[src/rtl/rgb_rx_pkg.sv]
// Shared types and widths for the RGB stream receiver.
package rgb_rx_pkg;

  localparam int PIXEL_W = 24;
  localparam int COORD_W = 16;

  // One buffered pixel with its frame coordinates.
  typedef struct packed {
    logic [PIXEL_W-1:0] data;
    logic [COORD_W-1:0] x;
    logic [COORD_W-1:0] y;
  } rx_entry_t;

  localparam int ENTRY_W = $bits(rx_entry_t);

  typedef enum logic [2:0] {
    IDLE  = 3'd0,
    LINE  = 3'd1,
    GAP   = 3'd2,
    FLUSH = 3'd3,
    DONE  = 3'd4
  } rx_state_t;

endpackage

[src/rtl/rgb_rx_fifo.sv]
// First-word fall-through synchronous FIFO. DEPTH must be a power of two
// (>= 2) so the pointers wrap on their own; count disambiguates full/empty.
// A push while full is accepted only when a pop happens in the same cycle.
module rgb_rx_fifo #(
  parameter int ENTRY_W = 56,
  parameter int DEPTH   = 16
) (
  input  logic                     clk,
  input  logic                     rst,
  input  logic                     push,
  input  logic                     pop,
  input  logic [ENTRY_W-1:0]       wr_data,
  output logic [ENTRY_W-1:0]       rd_data,
  output logic                     full,
  output logic                     empty,
  output logic [$clog2(DEPTH):0]   count
);

  localparam int AW = $clog2(DEPTH);

  logic [ENTRY_W-1:0] mem [DEPTH];
  logic [AW-1:0]      wr_ptr;
  logic [AW-1:0]      rd_ptr;
  logic               do_push;
  logic               do_pop;

  assign empty   = (count == '0);
  assign full    = (count == (AW+1)'(DEPTH));
  assign do_pop  = pop & ~empty;
  assign do_push = push & (~full | do_pop);
  assign rd_data = mem[rd_ptr];

  // Pointer and occupancy bookkeeping; reset flushes the FIFO.
  always_ff @(posedge clk) begin
    if (rst) begin
      wr_ptr <= '0;
      rd_ptr <= '0;
      count  <= '0;
    end else begin
      if (do_push) wr_ptr <= wr_ptr + AW'(1);
      if (do_pop)  rd_ptr <= rd_ptr + AW'(1);
      case ({do_push, do_pop})
        2'b10:   count <= count + (AW+1)'(1);
        2'b01:   count <= count - (AW+1)'(1);
        default: count <= count;
      endcase
    end
  end

  // Storage array; contents need no reset since count gates visibility.
  always_ff @(posedge clk) begin
    if (do_push) mem[wr_ptr] <= wr_data;
  end

endmodule

[src/rtl/rgb_stream_receiver.sv]
// Receiving end of the horizontal_sync/r/g/b pixel stream. Tags each pixel
// with (x,y), buffers it in a FWFT FIFO and flags malformed lines/overflow.
// Optional build macro RGB_RX_CHECKSUM_EN adds a running r+g+b checksum port.
//
//   state | meaning
//   IDLE  | waiting for the first pixel of the frame
//   LINE  | horizontal_sync high, capturing pixels
//   GAP   | between lines
//   FLUSH | all lines received, FIFO still draining
//   DONE  | frame complete, input ignored until reset
module rgb_stream_receiver
  import rgb_rx_pkg::*;
#(
  parameter int WIDTH      = 768,
  parameter int HEIGHT     = 512,
  parameter int FIFO_DEPTH = 16
) (
  input  logic               horizontal_clock,
  input  logic               horizontal_reset,
  input  logic               horizontal_sync,
  input  logic [7:0]         r,
  input  logic [7:0]         g,
  input  logic [7:0]         b,
  output logic               out_valid,
  input  logic               out_ready,
  output logic [PIXEL_W-1:0] out_data,
  output logic [COORD_W-1:0] out_x,
  output logic [COORD_W-1:0] out_y,
  output logic               out_sof,
  output logic               out_eol,
  output logic               frame_done,
  output logic               overflow,
  output logic               line_len_err
`ifdef RGB_RX_CHECKSUM_EN
  ,
  output logic [31:0]        checksum
`endif
);

  localparam int CW1 = COORD_W + 1;
  localparam logic [COORD_W-1:0] WIDTH_C  = COORD_W'(WIDTH);
  localparam logic [CW1-1:0]     HEIGHT_C = CW1'(HEIGHT);

  rx_state_t            state;
  logic [COORD_W-1:0]   col;
  logic [COORD_W-1:0]   row;
  logic                 capture;
  logic                 in_range;
  logic                 push;
  logic                 pop;
  logic                 last_line;
  logic                 fifo_full;
  logic                 fifo_empty;
  logic [$clog2(FIFO_DEPTH):0] fifo_count;
  logic [ENTRY_W-1:0]   rd_data;
  rx_entry_t            wr_entry;
  rx_entry_t            head;

  assign capture   = horizontal_sync &
                     ((state == IDLE) | (state == LINE) | (state == GAP));
  assign in_range  = (col < WIDTH_C);
  assign push      = capture & in_range;
  assign pop       = out_valid & out_ready;
  assign last_line = (({1'b0, row} + CW1'(1)) >= HEIGHT_C);

  assign wr_entry  = '{data: {r, g, b}, x: col, y: row};

  rgb_rx_fifo #(
    .ENTRY_W (ENTRY_W),
    .DEPTH   (FIFO_DEPTH)
  ) u_fifo (
    .clk     (horizontal_clock),
    .rst     (horizontal_reset),
    .push    (push),
    .pop     (pop),
    .wr_data (wr_entry),
    .rd_data (rd_data),
    .full    (fifo_full),
    .empty   (fifo_empty),
    .count   (fifo_count)
  );

  // Head-entry presentation; zeroed when nothing is buffered.
  assign head      = rx_entry_t'(rd_data);
  assign out_valid = (fifo_count != '0);
  assign out_data  = out_valid ? head.data : '0;
  assign out_x     = out_valid ? head.x : '0;
  assign out_y     = out_valid ? head.y : '0;
  assign out_sof   = out_valid & (head.x == '0) & (head.y == '0);
  assign out_eol   = out_valid & (head.x == WIDTH_C - COORD_W'(1));

  // Frame FSM with column/row counters and sticky status flags.
  always_ff @(posedge horizontal_clock) begin
    if (horizontal_reset) begin
      state        <= IDLE;
      col          <= '0;
      row          <= '0;
      overflow     <= 1'b0;
      line_len_err <= 1'b0;
      frame_done   <= 1'b0;
    end else begin
      if (capture) begin
        // Column still advances on an overflow drop so tags stay aligned.
        if (in_range) col <= col + COORD_W'(1);
        else          line_len_err <= 1'b1;
      end
      if (push & fifo_full & ~pop) overflow <= 1'b1;

      case (state)
        IDLE, GAP: begin
          if (horizontal_sync) state <= LINE;
        end
        LINE: begin
          if (!horizontal_sync) begin
            if (col != WIDTH_C) line_len_err <= 1'b1;
            col   <= '0;
            row   <= row + COORD_W'(1);
            state <= last_line ? FLUSH : GAP;
          end
        end
        FLUSH: begin
          if (fifo_empty) begin
            state      <= DONE;
            frame_done <= 1'b1;
          end
        end
        default: begin
          state <= DONE;
        end
      endcase
    end
  end

`ifdef RGB_RX_CHECKSUM_EN
  // Running sum of every in-range captured pixel, including overflow drops.
  always_ff @(posedge horizontal_clock) begin
    if (horizontal_reset) begin
      checksum <= '0;
    end else if (push) begin
      checksum <= checksum + 32'(r) + 32'(g) + 32'(b);
    end
  end
`endif

endmodule

[config.mk]
export PLATFORM = sky130hd
export DESIGN_NAME = rgb_stream_receiver
export DESIGN_NICKNAME = d
export VERILOG_FILES = /design/src/rtl/rgb_rx_pkg.sv /design/src/rtl/rgb_rx_fifo.sv /design/src/rtl/rgb_stream_receiver.sv
export SDC_FILE = /design/constraint.sdc
export NUM_CORES = 1
export LEC_CHECK = 0
export ABC_AREA = 1
export CORE_MARGIN = 4
export CORE_UTILIZATION = 50
export DETAILED_ROUTE_END_ITERATION = 16
export PLACE_DENSITY_LB_ADDON = 0.1
export SLEW_MARGIN = 25
export SYNTH_ARGS = -nofsm -noshare
export SYNTH_HDL_FRONTEND = slang
export SYNTH_SLANG_ARGS = --single-unit
[constraint.sdc]
create_clock -name horizontal_clock -period 7.5 [get_ports horizontal_clock]
set_clock_uncertainty 0.1 [all_clocks]
set_input_delay 1.5 -clock horizontal_clock [delete_from_list [all_inputs] [get_ports horizontal_clock]]
set_output_delay 1.5 -clock horizontal_clock [all_outputs]
set_load 0.005 [all_outputs]
After elaboration in Yosys (flattened, before gate mapping)
Memories as Yosys holds them, arrays and structs flattened. A register that Yosys moved wholly into a read port is not among the register bits. Cells that the tools add are included.

Flip-flop bits (word level): 51. Bits in writable memories: 896. Input port bits: 28. Output and inout port bits: 62. Logic and storage cells: 79. Memories kept: 1.

Add/sub/neg operators: 7. Magnitude comparators: 2. Eq/ne operators: 11. Muxes and demuxes: 22. Bitwise gates (word level): 17. Reduce and logical (&&, ||, !) cells: 10.

Memories: u_fifo.mem (words 16, width 56, read ports 1, clocked after memory_dff 1, write ports 1, line rgb_rx_fifo.sv:21) `logic [ENTRY_W-1:0] mem [DEPTH];`.

Operators with widths (number): $mux W16 (6); $add A16 B1 Y16 const B (2); $logic_not A16 Y1 (2); $mux W24 (1); $add A16 B1 Y17 const B (1); $ge A17 B10 Y1 const B (1); $eq A16 B10 Y1 const B (1); $lt A16 B10 Y1 const B (1); $ne A16 B10 Y1 const B (1); $and A1 B1 Y1 (10); $pmux W5 S2 (1); $mux W3 (3); $pmux W3 S3 (1); $add A4 B1 Y4 const B (2); $mux W1 (8); $mux W4 (2); $eq A3 B2 Y1 const B (2); $add A5 B1 Y5 const B (1); $eq A5 B5 Y1 const B (1); $logic_not A5 Y1 (1); $reduce_bool A5 Y1 (1); $sub A5 B1 Y5 const B (1); $ne A2 B2 Y1 const B (2); $not A1 Y1 (4); 10 further kinds (13).

Longest topological paths before layout
Gate-level depths: netlist (run 1).

Depth after elaboration: 8. Depth in mapped cells: 17. Mapped depth without buffers: 16.

Hierarchy
From an unflattened synthesis (run 1), not the netlist that was laid out.

Cell total of the unflattened synthesis: 3356. Area, all modules: 40935.5 um^2.

By module, submodules not included: rgb_rx_fifo (instances 1, cells each 2958, area each 38413.1 um^2, seq. area each 27246.1 um^2); rgb_stream_receiver (instances 1, cells each 398, area each 2522.4 um^2, seq. area each 760.7 um^2).

Worst setup path after synthesis (run 1)
OpenSTA, ideal clock, no wires.

Path kind: in2reg. Start: input horizontal_sync. End: memory u_fifo.mem[11][0], enable pin. Library setup time: 0.470 ns. Arrival: 4.553 ns. Data required time: 6.930 ns. Setup slack: 2.377 ns. Stages: 6. Path buffers: 0. Cells stage by stage: inv_1 -> nor2_1 -> nand2_1 -> nor2_1 -> nand3_1 -> nor2_1.

Cells in the longest elaborated chain, start to end: 5.

Ends and longest elaborated chain: start, declared (line rgb_stream_receiver.sv:20) `input logic horizontal_sync,`; $and A1 B1 Y1 (line rgb_stream_receiver.sv:59) `assign capture = horizontal_sync &`; $and A1 B1 Y1 (line rgb_stream_receiver.sv:62) `assign push = capture & in_range;`; $and A1 B1 Y1 (line rgb_rx_fifo.sv:30) `assign do_push = push & (~full | do_pop);`; $mux W1 (line rgb_rx_fifo.sv:52) `if (do_push) mem[wr_ptr] <= wr_data;`; $mux W1 (not written as such) (line rgb_rx_fifo.sv:52); end, declared (line rgb_rx_fifo.sv:21).

No other way between the ends.

==> results of run 1 <==
## cell type report
cell class | count | area, µm² | share of cell area
clock buffer | 133 | 2706 | 0.06214
timing repair buffer | 144 | 1438 | 0.03301
multi-input combinational | 1890 | 8997 | 0.2066
tap | 1030 | 1289 | 0.02959
inverter | 161 | 621.8 | 0.01428
clock inverter | 55 | 474.2 | 0.01089
antenna | 1 | 2.502 | 0.00005746
sequential | 951 | 28020 | 0.6434
## per-stage QoR
stage	setup slack (ps)	total power (µW)
6_report	1185	13570
5_1_grt	1158	14190
3_3_place_gp	1785	8856
4_1_cts	1351	13660
3_5_place_dp	2035	8890
2_1_floorplan	2377	7727
## metal layers
| metal | global-route usage | routed length (µm) | part of all wire | vias up |
|---|---|---|---|---|
| met2 | 0.4021 | 48350 | 0.48 | 931 |
| met3 | 0.03453 | 7009 | 0.069 | 155 |
| li1 | - | - | - | 11540 |
| met5 | 0 | 0 | 0 | - |
| met4 | 0.07562 | 2688 | 0.027 | 0 |
| met1 | 0.3466 | 43280 | 0.43 | 12570 |
## worst paths after layout
check                                          to  slack [ps]  cells past startpoint
worst max-delay path                      out_sof        1190                     12
worst min-delay path                     overflow         360                      2
worst max register to register  u_fifo.mem[2][33]        3180                      8
worst min register to register           overflow         360                      2
## registers in the layout, indices dropped and copies added (netlist names), named ones only
signal	count
u_fifo.rd_ptr	4
overflow	1
col	16
u_fifo.mem	896
u_fifo.wr_ptr	4
row	16
u_fifo.count	5
line_len_err	1
state	3
frame_done	1
## layout by cell type (no fill, tap or decap), types with 7 or more instances in the layout
master             n
o221ai_1          67
nor3_1            10
o211ai_1          72
nand3_1          255
dfxtp_1           51
nand2_1          460
clkinv_2          20
bufinv_16          7
nor2_1           511
a21oi_1           81
clkdlybuf4s50_1   89
clkbuf_8           8
o22ai_1           32
nor2_4            16
ha_1              11
inv_1            156
clkbuf_16        100
o21ai_0          341
clkbuf_1          25
buf_4             44
clkinv_1          17
xor2_1             9
edfxtp_1         896
## cells by family after synthesis
| kind of cell | after synthesis | synth area share |
|---|---|---|
| AOI/OAI and AO/OA | 603 | 0.09152 |
| xor gates and xnor gates | 10 | 0.002282 |
| adders and majority gates | 12 | 0.004107 |
| buffers and inverters | 356 | 0.03918 |
| DFF | 951 | 0.7296 |
| muxes | 1 | 0.0002608 |
| and+or+nand+nor | 1264 | 0.1331 |
## worst reg2reg max path, cell delays in order, from the launching register on
cell and delay, ps:
dfxtp_1 490, nor2_1 490, nand2_1 100, nor2_1 180
nand2_1 260, nor2_1 520, nand2_1 410, nor2_4 530
buf_4 830
## report_power, final
group	total [µW]	switching [µW]	internal [µW]
Sequential	5990	108	5880
Combinational	2800	1840	959
Clock	4790	2010	2780
Total	13600	3960	9610
==> impl_metrics.py, run 1 <==
metrics = {
    "die": {
        "fp.dieArea_um2": 81270,
        "die_width_um": 285.1,
        "io_pins": 90,
        "rows": 101,
        "die-height_um": 285.1,
        "core_um2": 76080,
        "start_util": 0.5046,
    },
    "critical_path": {
        "crit_chain": "inv_8 > buf_4 > o211ai_1 > nand3_1 > nand3_1 > nand2_1 > inv_1 > nand2_1 > nor2_1 > nand3_1 > nor2_1 > clkdlybuf4s50_1",
        "worstPathArrival_ps": 4710,
        "crit_slowest_cell": "dfxtp_4",
        "cp-start-kind": "register",
        "critPathBufInv": 4,
        "crit_type": "register to output port",
        "r2r_start": "col[11]",
        "path_max_fanout": 137,
        "cp_top_family": "buffers and inverters",
        "crit_path_end_kind": "output port",
        "max_stage_delay_ps": 760,
        "path_common_cell": "nand3_1",
        "critPathRequiredTime_ps": 5900,
    },
    "placed_design": {
        "place.gp.congestion": 0.7950,
        "place_area_um2": 40300,
        "io_buffers": 89,
        "dp_hpwl_um": 52520,
        "dp_cells": 4174,
    },
    "timing": {
        "rsz0062_at_grt": "no",
        "finalSetupTns_ps": 0,
        "setup_viol": 0,
        "drv_slew": 0,
        "hold_viol": 0,
        "clock.fmax_mhz": 158.4,
        "slew_headroom": 0.2407,
        "worst_slew_pin_slew_ps": 1139,
        "fin_hold_ws_ps": 358.6,
        "min_period_ps": 6315,
        "finalCritPeriodShare": 0.8420,
    },
    "drt": {
        "wire_per_inst_um": 23.21,
        "antenna_left": 0,
        "detailedRoute.firstIterationViolations": 2441,
        "viasPerCell": 5.772,
        "num_vias": 25200,
        "drcViolationCount": 0,
        "dr.pass1.iters": 5,
        "wl_um": 101300,
    },
    "layout": {
        "final_cells": 4365,
        "nets": 3287,
        "fin_util": 0.5725,
        "syn_to_final_growth_pct": 13.45,
        "fillCellCount": 6313,
        "drive_above_1_share": 0.06869,
        "design_area_um2": 43550,
    },
    "clock_tree": {
        "post-cts-setup-buffers": 0,
        "clk_pin_slew_ps": 60,
        "post_cts_resized": 0,
        "cts_made_buffers": 99,
        "cts_max_path_buffers": 3,
        "clk_latency_ps": 650,
        "cts_tree": "built",
        "root_buffer": "clkbuf_16",
        "clock-sinks": 951,
        "htreeDepth": 3,
        "ctsHoldBuffers": 0,
    },
    "global_routing": {
        "grt_pass1_wl_um": 152600,
        "gr-usage-all-layers": 0.2461,
        "grt_overflow": 0,
        "grt_max_degree": 192,
        "grt_pass1_vias": 24730,
        "grt_antenna_before_repair": 2,
    },
    "yosys": {
        "synthArstFlopShare": 0,
        "ys.flop_type": "edfxtp_1",
        "ys_types": 35,
        "synth.top_cell.area_share": 0.7009,
        "yosys_warnings": 0,
        "yosysMostFrequentCell": "edfxtp_1",
        "synth.avg_cell_area_um2": 12.01,
        "synth_edf_count": 896,
        "synthCells": 3197,
        "synth_top_area_cell": "edfxtp_1",
        "ys_ff_latch": 951,
        "yosysSeqAreaShare": 0.7296,
        "netlist_top_cells_area": "edfxtp_1 70%, nor2_1 5.2%, nand2_1 4.5%",
        "yosys-top-cells-count": "896 x edfxtp_1, 527 x nor2_1, 460 x nand2_1",
        "synthesis.nets": 3237,
        "syn-cell-area_um2": 38390,
    },
    "power_and_ir_drop": {
        "p_leak_uw": 0.01515,
        "vdd_drop_max_mv": 0.2128,
        "power.density_nw_per_um2": 311.6,
    },
    "min_path": {
        "hp-start": "overflow",
        "hp-class": "register to register",
    },
    "flow_run": {
        "maxCapViolCount": 0,
    },
    "status": {
        "outcome": "completed",
    },
}
No activity file was read; power rests on OpenSTA's default activity.
==> run 2, diff against run 1 <==
==> constraint.sdc (replaced) <==
create_clock -name horizontal_clock -period 6.4 [get_ports horizontal_clock]
set_clock_uncertainty 0.1 [all_clocks]
set_input_delay 1.28 -clock horizontal_clock [delete_from_list [all_inputs] [get_ports horizontal_clock]]
set_output_delay 1.28 -clock horizontal_clock [all_outputs]
set_load 0.005 [all_outputs]
==> impl_metrics.py, run 2 (same netlist as run 1, synthesis figures left out) <==
metrics = {
    "timing": {
        "setup_viol": 0,
        "slew_headroom": 0.3171,
        "clock.fmax_mhz": 179.7,
        "finalCritPeriodShare": 0.8697,
        "finalSetupTns_ps": 0,
        "hold_viol": 0,
        "min_period_ps": 5566,
        "rsz0062_at_grt": "no",
        "fin_hold_ws_ps": 358.2,
        "worst_slew_pin_slew_ps": 1024,
        "drv_slew": 0,
    },
    "clock_tree": {
        "clock-sinks": 951,
        "cts_tree": "built",
        "clk_pin_slew_ps": 60,
        "clk_latency_ps": 640,
        "cts_made_buffers": 96,
        "root_buffer": "clkbuf_16",
        "htreeDepth": 3,
        "cts_max_path_buffers": 3,
        "ctsHoldBuffers": 0,
        "post-cts-setup-buffers": 0,
        "post_cts_resized": 0,
    },
    "global_routing": {
        "grt_pass1_vias": 24740,
        "grt_max_degree": 258,
        "grt_overflow": 0,
        "grt_antenna_before_repair": 0,
        "grt_pass1_wl_um": 153300,
        "gr-usage-all-layers": 0.2466,
    },
    "layout": {
        "fin_util": 0.5716,
        "mostFrequentLayoutCells": "896 x edfxtp_1, 511 x nor2_1, 460 x nand2_1",
        "num_antenna_cells": 0,
        "drive_above_1_share": 0.06621,
        "nets": 3287,
        "largest_reg_flops": 896,
        "regMostFlops": "u_fifo.mem",
        "syn_to_final_growth_pct": 13.28,
        "reg.largest.list": "u_fifo.mem (896), col (16), row (16)",
        "fillCellCount": 6224,
        "final_common_cell": "edfxtp_1",
    },
    "die": {
        "rows": 101,
        "start_util": 0.5046,
        "die-height_um": 285.1,
        "fp.dieArea_um2": 81270,
        "die_width_um": 285.1,
        "core_um2": 76080,
        "io_pins": 90,
    },
    "critical_path": {
        "crit_slowest_cell": "dfxtp_4",
        "critPathBufInv": 3,
        "cp-start-kind": "register",
        "path_max_fanout": 92,
        "critPathRequiredTime_ps": 5020,
        "cp_top_family": "simple AND/OR/NAND/NOR gates",
        "path_common_cell": "nor2_1",
        "max_stage_delay_ps": 590,
        "crit_type": "register to output port",
        "crit_path_end_kind": "output port",
        "crit_chain": "inv_8 > buf_4 > nor2_1 > nor2_1 > o21ai_0 > nand3_1 > nand3_1 > nand2_1 > nor2_1 > nand2_1 > nor2_1 > nand3_1 > nor2_1 > clkdlybuf4s50_1",
        "worstPathArrival_ps": 4190,
    },
    "drt": {
        "drcViolationCount": 0,
        "dr.pass1.iters": 6,
        "antenna_left": 0,
        "viasPerCell": 5.737,
        "detailedRoute.firstIterationViolations": 2367,
        "num_vias": 24970,
        "wl_um": 101400,
        "wire_per_inst_um": 23.28,
    },
    "power_and_ir_drop": {
        "switching_share": 0.2904,
        "netSwitchingPower_uw": 4535,
        "finalPower_uw": 15610,
        "vdd_drop_max_mv": 0.3550,
        "internal_power_uw": 11080,
        "power.density_nw_per_um2": 359.0,
        "p_leak_uw": 0.01512,
        "p_clk_frac": 0.341,
        "p_seq_frac": 0.446,
        "combPwrFrac": 0.213,
    },
    "placed_design": {
        "io_buffers": 89,
        "dp_hpwl_um": 50320,
        "place.gp.congestion": 0.7826,
    },
    "status": {
        "outcome": "completed",
    },
    "min_path": {
        "hp-class": "register to register",
    },
    "flow_run": {
        "maxCapViolCount": 0,
    },
}
==> run 2: cell types whose count changed in the layout (fill, tap and decap cells not counted), sizes merged <==
cell      before  now
bufinv         7    3
clkinv        39   40
clkinvlp       3    2
inv          167  162
diode          1    0
clkbuf       133  128
buf           55   58
==> run 2: power groups by stage <==
stage	Sequential (µW)	Clock (µW)	Combinational (µW)
after detailed placement	7100	0	3320
after global placement	7090	0	3280
final	6970	5320	3330
after CTS	6960	5410	3340
after global routing	6970	5680	3680
after floorplan	7060	0	2000
==> run 2: worst min-delay path, delay by kind of cell, from the launching register on <==
family                 cells  cell delay [ps]
DFF                        1              310
AOI/OAI and AO/OA          1               50
buffers and inverters      1               50
==> run 2: through the flow <==
| step | cell area [µm²] | worst slack, ps | cells |
|---|---|---|---|
| after floorplan | 38390 | 1497 | 3197 |
| after global placement | 40490 | 1650 | 4178 |
| after detailed placement | 40490 | 1628 | 4178 |
| after CTS | 43460 | 942.7 | 4352 |
| after global routing | 43490 | 581.0 | 4353 |
| final | 43490 | 833.9 | 4353 |
==> run 2: layout make-up <==
class                   instances  area [µm²]  area share
clock buffers                 128        2669     0.06137
clock inverters                46       304.0    0.006992
inverters                     161       621.8     0.01430
multi-input cells            1890        8997      0.2069
flip-flops and latches        951       28020      0.6444
well taps                    1030        1289     0.02964
repair buffers                147        1584     0.03643
==> run 2: path summary, 6_finish.rpt <==
kind,from,to,slack (ps),cells past startpoint
max,register,out_sof,830,14
min,overflow,overflow,360,2
max reg2reg,col[14],u_fifo.mem[6][36],2520,8
min reg2reg,overflow,overflow,360,2
==> run 2: layer usage <==
layer,vias up,part of all wire,global-route usage
met5,-,0,0
met4,0,0.021,0.06102
met3,135,0.064,0.03094
met2,890,0.47,0.3998
met1,12430,0.44,0.3593
li1,11510,-,-
